## src/rtl/dbg_abs_cmd_ctrl_pkg.sv

```systemverilog
// Debug-module shared types: abstract command layout, cmderr codes
// and the abstract-command sequencer state encoding.
package dbg_pkg;

   localparam logic [7:0] CMD_ACCESS_REG = 8'h00;

   typedef struct packed {
      logic [7:0]  cmdtype;
      logic [23:0] control;
   } command_t;

   typedef struct packed {
      logic        zero1;
      logic [2:0]  aarsize;
      logic        aarpostincrement;
      logic        postexec;
      logic        transfer;
      logic        write;
      logic [15:0] regno;
   } ac_ar_cmd_t;

   typedef enum logic [2:0] {
      CmdErrNone         = 3'd0,
      CmdErrBusy         = 3'd1,
      CmdErrNotSupported = 3'd2,
      CmdErrException    = 3'd3,
      CmdErrHaltResume   = 3'd4,
      CmdErrBus          = 3'd5,
      CmdErrOther        = 3'd7
   } cmderr_e;

   typedef enum logic [1:0] {
      IDLE,
      GO,
      EXEC,
      RESUME
   } abs_state_e;

   localparam logic [15:0] REGNO_CSR_MAX  = 16'h0FFF;
   localparam logic [15:0] REGNO_GPR_BASE = 16'h1000;
   localparam logic [15:0] REGNO_FPR_BASE = 16'h1020;

endpackage

```

## src/rtl/dbg_abs_cmd_ctrl_if.sv

```systemverilog
// DMI-side and hart-side signal bundle of the abstract-command sequencer.
interface dbg_abs_cmd_ctrl_if;

   logic        dmactive_i;
   logic        cmd_vld_i;
   logic [31:0] cmd_i;
   logic        autoexec_i;
   logic        data_acc_i;
   logic [2:0]  cmderr_clr_i;
   logic        hart_halted_i;
   logic        going_i;
   logic        done_i;
   logic        exc_i;
   logic        resume_req_i;
   logic        resumeack_i;
   logic        go_o;
   logic        resume_o;
   logic        busy_o;
   logic [2:0]  cmderr_o;
   logic [23:0] ar_cmd_o;

   modport master (
      output dmactive_i, cmd_vld_i, cmd_i, autoexec_i, data_acc_i,
      output cmderr_clr_i, hart_halted_i, going_i, done_i, exc_i,
      output resume_req_i, resumeack_i,
      input  go_o, resume_o, busy_o, cmderr_o, ar_cmd_o
   );

   modport slave (
      input  dmactive_i, cmd_vld_i, cmd_i, autoexec_i, data_acc_i,
      input  cmderr_clr_i, hart_halted_i, going_i, done_i, exc_i,
      input  resume_req_i, resumeack_i,
      output go_o, resume_o, busy_o, cmderr_o, ar_cmd_o
   );

endinterface

```

## src/rtl/dbg_abs_cmd_ctrl_chk.sv

```systemverilog
// Combinational validator for abstract commands against the
// supported AccessRegister subset.
module dbg_abs_cmd_chk
   import dbg_pkg::*;
(
   input  command_t cmd_i,
   input  logic     halted_i,
   output cmderr_e  err_o,
   output logic     vld_o
);

   localparam logic [15:0] REGNO_FPR_MAX = REGNO_FPR_BASE + 16'h001F;

   ac_ar_cmd_t ar;
   logic       size_ok;
   logic       regno_ok;
   logic       unused_bits;

   assign ar          = ac_ar_cmd_t'(cmd_i.control);
   assign unused_bits = ^{ar.zero1, ar.postexec, ar.write};

   always_comb begin
      size_ok  = (ar.aarsize == 3'd2) || (ar.aarsize == 3'd3);
      regno_ok = (ar.regno <= REGNO_CSR_MAX)
              || ((ar.regno >= REGNO_GPR_BASE) && (ar.regno < REGNO_FPR_BASE))
              || ((ar.regno >= REGNO_FPR_BASE) && (ar.regno <= REGNO_FPR_MAX));
      err_o    = CmdErrNone;
      // first failing check wins; halt state is only looked at last
      if (cmd_i.cmdtype != CMD_ACCESS_REG) begin
         err_o = CmdErrNotSupported;
      end else if (ar.aarpostincrement) begin
         err_o = CmdErrNotSupported;
      end else if (ar.transfer && !size_ok) begin
         err_o = CmdErrNotSupported;
      end else if (ar.transfer && !regno_ok) begin
         err_o = CmdErrNotSupported;
      end else if (!halted_i) begin
         err_o = CmdErrHaltResume;
      end
      vld_o = (err_o == CmdErrNone);
   end

endmodule

```

## src/rtl/dbg_abs_cmd_ctrl.sv

```systemverilog
// Abstract-command sequencer: validates commands, drives the go/going/ack
// handshake with the parked hart and keeps resume out of command windows.
module dbg_abs_cmd_ctrl
   import dbg_pkg::*;
#(
   parameter int unsigned TIMEOUT_CYC = 4096
) (
   input  logic              clk_i,
   input  logic              rst_i,
   dbg_abs_cmd_ctrl_if.slave bus
);

   localparam int unsigned WD_W = (TIMEOUT_CYC == 0) ? 1 : $clog2(TIMEOUT_CYC + 1);
   localparam logic [WD_W-1:0] WD_LAST = (TIMEOUT_CYC == 0) ? '0 : WD_W'(TIMEOUT_CYC - 1);
   localparam logic [WD_W-1:0] WD_SAT  = '1;

   abs_state_e      state_q, state_d;
   logic [2:0]      cmderr_q, cmderr_d;
   logic [23:0]     ar_q, ar_d;
   logic [WD_W-1:0] wd_q, wd_d;
   logic            go_q, go_d;
   logic            busy_q, busy_d;
   logic            resume_q, resume_d;

   command_t chk_cmd;
   cmderr_e  chk_err;
   logic     chk_vld;
   logic     launch;
   logic     access;
   logic     err_none;

   // autoexec replays the latched control field as an AccessRegister
   assign chk_cmd = bus.cmd_vld_i ? command_t'(bus.cmd_i)
                                  : command_t'({CMD_ACCESS_REG, ar_q});

   dbg_abs_cmd_chk u_chk (
      .cmd_i    (chk_cmd),
      .halted_i (bus.hart_halted_i),
      .err_o    (chk_err),
      .vld_o    (chk_vld)
   );

   always_comb begin
      state_d  = state_q;
      cmderr_d = cmderr_q & ~bus.cmderr_clr_i;
      ar_d     = ar_q;
      wd_d     = wd_q;
      launch   = bus.cmd_vld_i | bus.autoexec_i;
      access   = launch | bus.data_acc_i;
      err_none = (cmderr_q == CmdErrNone);
      unique case (state_q)
         IDLE: begin
            if (launch) begin
               if (err_none) begin
                  if (chk_vld) begin
                     ar_d    = chk_cmd.control;
                     state_d = GO;
                  end else begin
                     cmderr_d = chk_err;
                  end
               end
            end else if (bus.resume_req_i && bus.hart_halted_i) begin
               state_d = RESUME;
            end
         end
         GO: begin
            if (access && err_none) cmderr_d = CmdErrBusy;
            if (bus.going_i) begin
               state_d = EXEC;
               wd_d    = '0;
            end
         end
         EXEC: begin
            if (access && err_none) cmderr_d = CmdErrBusy;
            if (bus.exc_i) begin
               state_d = IDLE;
               if (err_none) cmderr_d = CmdErrException;
            end else if (bus.done_i) begin
               state_d = IDLE;
            end else if ((TIMEOUT_CYC != 0) && (wd_q == WD_LAST)) begin
               state_d = IDLE;
               if (err_none) cmderr_d = CmdErrOther;
            end else if (wd_q != WD_SAT) begin
               wd_d = wd_q + 1'b1;
            end
         end
         RESUME: begin
            if (bus.resumeack_i) state_d = IDLE;
         end
         default: state_d = IDLE;
      endcase
      if (!bus.dmactive_i) begin
         state_d  = IDLE;
         cmderr_d = CmdErrNone;
         ar_d     = '0;
         wd_d     = '0;
      end
      go_d     = (state_d == GO);
      busy_d   = (state_d == GO) || (state_d == EXEC);
      resume_d = (state_d == RESUME);
   end

   always_ff @(posedge clk_i or posedge rst_i) begin
      if (rst_i) begin
         state_q  <= IDLE;
         cmderr_q <= CmdErrNone;
         ar_q     <= '0;
         wd_q     <= '0;
         go_q     <= 1'b0;
         busy_q   <= 1'b0;
         resume_q <= 1'b0;
      end else begin
         state_q  <= state_d;
         cmderr_q <= cmderr_d;
         ar_q     <= ar_d;
         wd_q     <= wd_d;
         go_q     <= go_d;
         busy_q   <= busy_d;
         resume_q <= resume_d;
      end
   end

   assign bus.go_o     = go_q;
   assign bus.resume_o = resume_q;
   assign bus.busy_o   = busy_q;
   assign bus.cmderr_o = cmderr_q;
   assign bus.ar_cmd_o = ar_q;

endmodule
```

## src/flat_wrapper.sv

```systemverilog
// flat-port wrapper written by rule: the top's interface ports become plain ports
module dbg_abs_cmd_ctrl_flat import dbg_pkg::*;
#(
   parameter int unsigned TIMEOUT_CYC = 4096
)
  (clk_i, rst_i, bus_dmactive_i, bus_cmd_vld_i, bus_cmd_i, bus_autoexec_i, bus_data_acc_i, bus_cmderr_clr_i, bus_hart_halted_i, bus_going_i, bus_done_i, bus_exc_i, bus_resume_req_i, bus_resumeack_i, bus_go_o, bus_resume_o, bus_busy_o, bus_cmderr_o, bus_ar_cmd_o);
  dbg_abs_cmd_ctrl_if bus_i ();
  input  logic clk_i;
  input  logic rst_i;
  input wire logic [$bits(bus_i.dmactive_i)-1:0] bus_dmactive_i;
  input wire logic [$bits(bus_i.cmd_vld_i)-1:0] bus_cmd_vld_i;
  input wire logic [$bits(bus_i.cmd_i)-1:0] bus_cmd_i;
  input wire logic [$bits(bus_i.autoexec_i)-1:0] bus_autoexec_i;
  input wire logic [$bits(bus_i.data_acc_i)-1:0] bus_data_acc_i;
  input wire logic [$bits(bus_i.cmderr_clr_i)-1:0] bus_cmderr_clr_i;
  input wire logic [$bits(bus_i.hart_halted_i)-1:0] bus_hart_halted_i;
  input wire logic [$bits(bus_i.going_i)-1:0] bus_going_i;
  input wire logic [$bits(bus_i.done_i)-1:0] bus_done_i;
  input wire logic [$bits(bus_i.exc_i)-1:0] bus_exc_i;
  input wire logic [$bits(bus_i.resume_req_i)-1:0] bus_resume_req_i;
  input wire logic [$bits(bus_i.resumeack_i)-1:0] bus_resumeack_i;
  output wire logic [$bits(bus_i.go_o)-1:0] bus_go_o;
  output wire logic [$bits(bus_i.resume_o)-1:0] bus_resume_o;
  output wire logic [$bits(bus_i.busy_o)-1:0] bus_busy_o;
  output wire logic [$bits(bus_i.cmderr_o)-1:0] bus_cmderr_o;
  output wire logic [$bits(bus_i.ar_cmd_o)-1:0] bus_ar_cmd_o;
  assign bus_i.dmactive_i = bus_dmactive_i;
  assign bus_i.cmd_vld_i = bus_cmd_vld_i;
  assign bus_i.cmd_i = bus_cmd_i;
  assign bus_i.autoexec_i = bus_autoexec_i;
  assign bus_i.data_acc_i = bus_data_acc_i;
  assign bus_i.cmderr_clr_i = bus_cmderr_clr_i;
  assign bus_i.hart_halted_i = bus_hart_halted_i;
  assign bus_i.going_i = bus_going_i;
  assign bus_i.done_i = bus_done_i;
  assign bus_i.exc_i = bus_exc_i;
  assign bus_i.resume_req_i = bus_resume_req_i;
  assign bus_i.resumeack_i = bus_resumeack_i;
  assign bus_go_o = bus_i.go_o;
  assign bus_resume_o = bus_i.resume_o;
  assign bus_busy_o = bus_i.busy_o;
  assign bus_cmderr_o = bus_i.cmderr_o;
  assign bus_ar_cmd_o = bus_i.ar_cmd_o;
  dbg_abs_cmd_ctrl #(.TIMEOUT_CYC(TIMEOUT_CYC)) u_core (.clk_i(clk_i), .rst_i(rst_i), .bus(bus_i));
endmodule
```

## config.mk

```make
export PLATFORM = sky130hd
export DESIGN_NAME = dbg_abs_cmd_ctrl_flat
export DESIGN_NICKNAME = d
export VERILOG_FILES = /design/src/rtl/dbg_abs_cmd_ctrl_pkg.sv /design/src/rtl/dbg_abs_cmd_ctrl_if.sv /design/src/rtl/dbg_abs_cmd_ctrl_chk.sv /design/src/rtl/dbg_abs_cmd_ctrl.sv /design/src/flat_wrapper.sv
export SDC_FILE = /design/constraint.sdc
export NUM_CORES = 1
export LEC_CHECK = 0
export ABC_AREA = 1
export BUFFER_PORTS_ARGS = -buffer_cell sky130_fd_sc_hd__clkbuf_2
export CORE_UTILIZATION = 47
export DETAILED_ROUTE_END_ITERATION = 6
export GPL_ROUTABILITY_DRIVEN = 0
export GPL_TIMING_DRIVEN = 0
export PLACE_DENSITY_LB_ADDON = 0.15
export SETUP_SLACK_MARGIN = 0.1
export SYNTH_ARGS = -nofsm -noshare
export SYNTH_HDL_FRONTEND = slang
export SYNTH_SLANG_ARGS = --single-unit
```

## constraint.sdc

```tcl
create_clock -name clk_i -period 1.5 [get_ports clk_i]
set_input_delay 0.3 -clock clk_i [delete_from_list [all_inputs] [get_ports clk_i]]
set_output_delay 0.3 -clock clk_i [all_outputs]
set_load 0.03 [all_outputs]
```

==> parameters.txt <==
Parameter                              Value

Floorplan
  Count of boundary I/O pins ... 77
  Die footprint ... 5900 um^2
  Height of the die ... around 77 um
  Core box area ... between 5000 and 6000 um^2
  Horiz. Die Dim ... 76.8 um
  Initial core utilization ... about half
  Site Rows ... 26

Worst setup path
  Data required time of the critical path ... about 1.8 ns
  Number of cells on the worst reg-to-reg path ... 10
  Startpoint Class ... flip-flop
  Critical path arrival ... approximately 2.0 ns
  Largest stage delay, worst path ... 0.42 ns
  FF-to-FF setup slack ... -0.25 ns
  Kind of end point of the critical path ... flip-flop
  Cells along the critical path ... or2_4 > o21ai_2 > nand2_1 > nor2_1 > nand2_1 > nand2_2 > nand3_1 > a21oi_2 > ha_1 > inv_1
  Worst Path Max Fanout ... 3
  CP max stage cell ... dfrtp_2
  Type of the setup path with the least slack ... flip-flop to flip-flop
  Beginning of the worst register-to-register path ... u_core.bus.ar_cmd_o[15]
  Capture point of the worst reg-to-reg path ... u_core.bus.busy_o
  Most numerous cell on the critical path ... nand2_1

Clock tree
  TritonCTS clock tree ... yes
  Number of buffers inserted by hold repair at cts ... 0
  H-tree Lvls ... 2
  Clock slew at the register clock pins of the worst setup and hold paths ... 0.09 ns
  Insertion delay to the later sink of the worst-skew pair ... 0.31 ns
  CTS max path bufs ... 2
  Buffer type at the clock tree root ... clkbuf_8
  TritonCTS sink count ... 45
  Total clock buffers created by CTS ... 5

Run
  # Max-Cap Violations ... 0

Cells and area
  Most common library cell in the layout ignoring fill and taps ... nand2_1
  Share of layout cells above drive strength 1 ... between 30% and 40%
  Nets ... between 500 and 600
  Number of diodes added for antenna fixing ... 0
  Synthesis-to-finish area growth ... 42.9%
  Final cell count without fillers ... 576
  Most frequent cells in the layout ... nand2_1, clkbuf_2, dfrtp_1, nor2_1, inv_1

STA
  Final WS setup ... -0.250 ns
  Slew HR ... between 60% and 70%
  Total count of max-transition violations in the final report ... 0
  Final Hold Violating Endpoints ... 0
  Slew @ Worst Pin ... ~0.56 ns
  Period utilisation layout ... 117%
  Achievable frequency ... 571 MHz
  Setup violations, final ... 44
  Worst clock skew ... 0.00488 ns
  Shortest period the worst path allows ... about 1.8 ns
  Fin Hold WS ... 0.00182 ns
  RSZ-0062 raised after global routing ... true

Logic synthesis
  Portion of synthesized cell area occupied by the leading cell type ... 42.8%
  Dominant cell type by area after synthesis ... dfrtp_1
  Post-synth ARST share ... 100%
  Syn nets ... 430
  Cell count after synthesis ... 380
  Leading register cell type out of synthesis ... dfrtp_1
  EDFF count, synth ... 0
  Share of the yosys chip area belonging to registers ... 42.8%
  Average instance area after synthesis ... 6.92 um^2
  Synthesized area ... 2630 um^2
  Distinct cells, synth ... 26
  Top area cells in the synthesized netlist ... dfrtp_1, nand2_1, nand3_1
  Synthesis warning total ... 0
  Post-synthesis register bit count ... 45

Global route
  Total overflow reported by the global router ... 0
  Combined global-route utilization of all metal layers ... 27.3%
  Wire length of the first global-routing pass ... 12.8 mm
  Via count of the first global-routing pass ... 2840
  Pin count of the biggest net entering global routing ... 24
  Antenna violations before repair ... 0

Pwr
  Final Power ... 4240 uW
  Power density over the cells ... roughly 1100 nW/um^2
  Logic pwr share ... between 40% and 50%
  Leakage component of the power ... 0.00195 uW
  Switching power share of the total ... 42.3%
  Clock Power Share ... between 10% and 20%
  Maximum VDD drop ... 1050 uV
  Part of the total power dissipated in sequential elements ... between 30% and 40%
  Switching component of the power ... 1790 uW
  Internal power consumption ... between 2000 and 2500 uW

Place
  Placed cell count ... 527
  Post-detail-place hpwl ... 4.97 mm
  Port bufs ... 76
  Worst-case setup slack after placement ... -0.468 ns

Routing
  Residual DRC ... 0
  Routed vias ... about 3000
  Per-cell routed wire length ... 13.5 um
  DRT iter0 DRCs ... 260
  Number of detailed-routing iterations run before antenna repair ... 6
  Remaining antenna violation count ... 0
  Per-cell via count in the routed design ... just over 5
  Routed Wire Length ... 7.80 mm

Outcome
  Violations in the final reports ... negative setup slack
  Result of the run ... finished with violations

Worst hold path
  Min-Delay Path Class ... input pin to asynchronous set/reset pin
[registers in the layout, summed over array words and instances, names as in the netlist]
signal,flops
u_core.state_q,2
u_core.bus.busy_o,1
u_core.bus.resume_o,1
u_core.bus.ar_cmd_o,24
u_core.bus.cmderr_o,3
u_core.bus.go_o,1
u_core.wd_q,13
[worst max path at each step]
stage / from / endpoint / slack, ns
6_report: u_core.bus.ar_cmd_o[15] / u_core.bus.busy_o / -0.25
4_1_cts: u_core.bus.ar_cmd_o[15] / u_core.bus.busy_o / -0.24
5_1_grt: u_core.bus.ar_cmd_o[15] / u_core.bus.ar_cmd_o[12] / -0.39
3_5_place_dp: bus_cmd_vld_i / u_core.bus.ar_cmd_o[12] / -0.47
3_3_place_gp: rst_i / u_core.bus.ar_cmd_o[14] / -0.60
2_1_floorplan: u_core.bus.ar_cmd_o[14] / u_core.bus.ar_cmd_o[16] / -0.15
[power groups by stage]
stage                     Combinational (uW)  Clock, uW  Sequential, uW
after floorplan                          829          0            1800
after CTS                               1790        781            1510
after detailed placement                1530          0            1530
final                                   1960        766            1520
after global placement                  1510          0            1520
after global routing                    2140        838            1540
[what timing repair did]
action,4_1_cts,5_1_grt
buffers inserted,35,7
resized for setup,35,26
setup endpoints to repair,45,45
pin swaps,8,5
[Yosys cell counts (all sizes together) (4+ instances only)]
library cell and n:
buf 8, a21oi 17, nand4 6, clkbuf 4, or2 4, dfrtp 45, nand3 34, nand2 126
o21ai 25, nor2 44, inv 43, nor3 9
[final cells by class]
| class | count | area (um^2) |
|---|---|---|
| fillers | 419 | 1480 |
| multi-input cells | 279 | 1450 |
| flip-flops and latches | 45 | 1130 |
| repair buffers | 118 | 733 |
| inverters | 44 | 168 |
| plain buffers | 12 | 96.3 |
| well taps | 70 | 87.6 |
| clock buffers | 5 | 68.8 |
| clock inverters | 3 | 17.5 |
[per-layer routing]
layer  vias to the layer above  track usage, %  part of all wire [%]  routed length (um)
met2                       135            45.6                    49                3860
met4                         0            12.1                   2.7                 213
met3                        23            5.12                   6.0                 470
li1                       1459               -                     -                   -
met5                         -               0                     0                   0
met1                      1371            34.2                    42                3260
[logic make-up after synthesis]
kind of cell	count (synthesis)	share of synthesized area (%)
xor+xnor	3	1.00
simple gates	225	35.6
compound gates	48	9.76
fa+ha+maj	3	1.43
flops	45	42.8
buf+inv	56	9.33
[metrics by stage]
stage / instance area (um^2) / setup TNS [ns] / util (%)
after floorplan: 2680 / -3.28 / -
after global placement: 3150 / -35.85 / 60.2
after detailed placement: 3170 / -15.21 / 60.6
after CTS: 3610 / -5.90 / 69.0
after global routing: 3760 / -12.72 / 71.7
final: 3760 / -7.24 / 71.7
[critical path: cells and delay by family, from the launching register on]
family | cells | cell delay, ns
compound gates | 2 | 0.30
fa+ha+maj | 1 | 0.26
buf+inv | 1 | 0.05
flops | 1 | 0.42
simple gates | 6 | 0.68
Note: power is estimated with default switching activity, not from simulation.
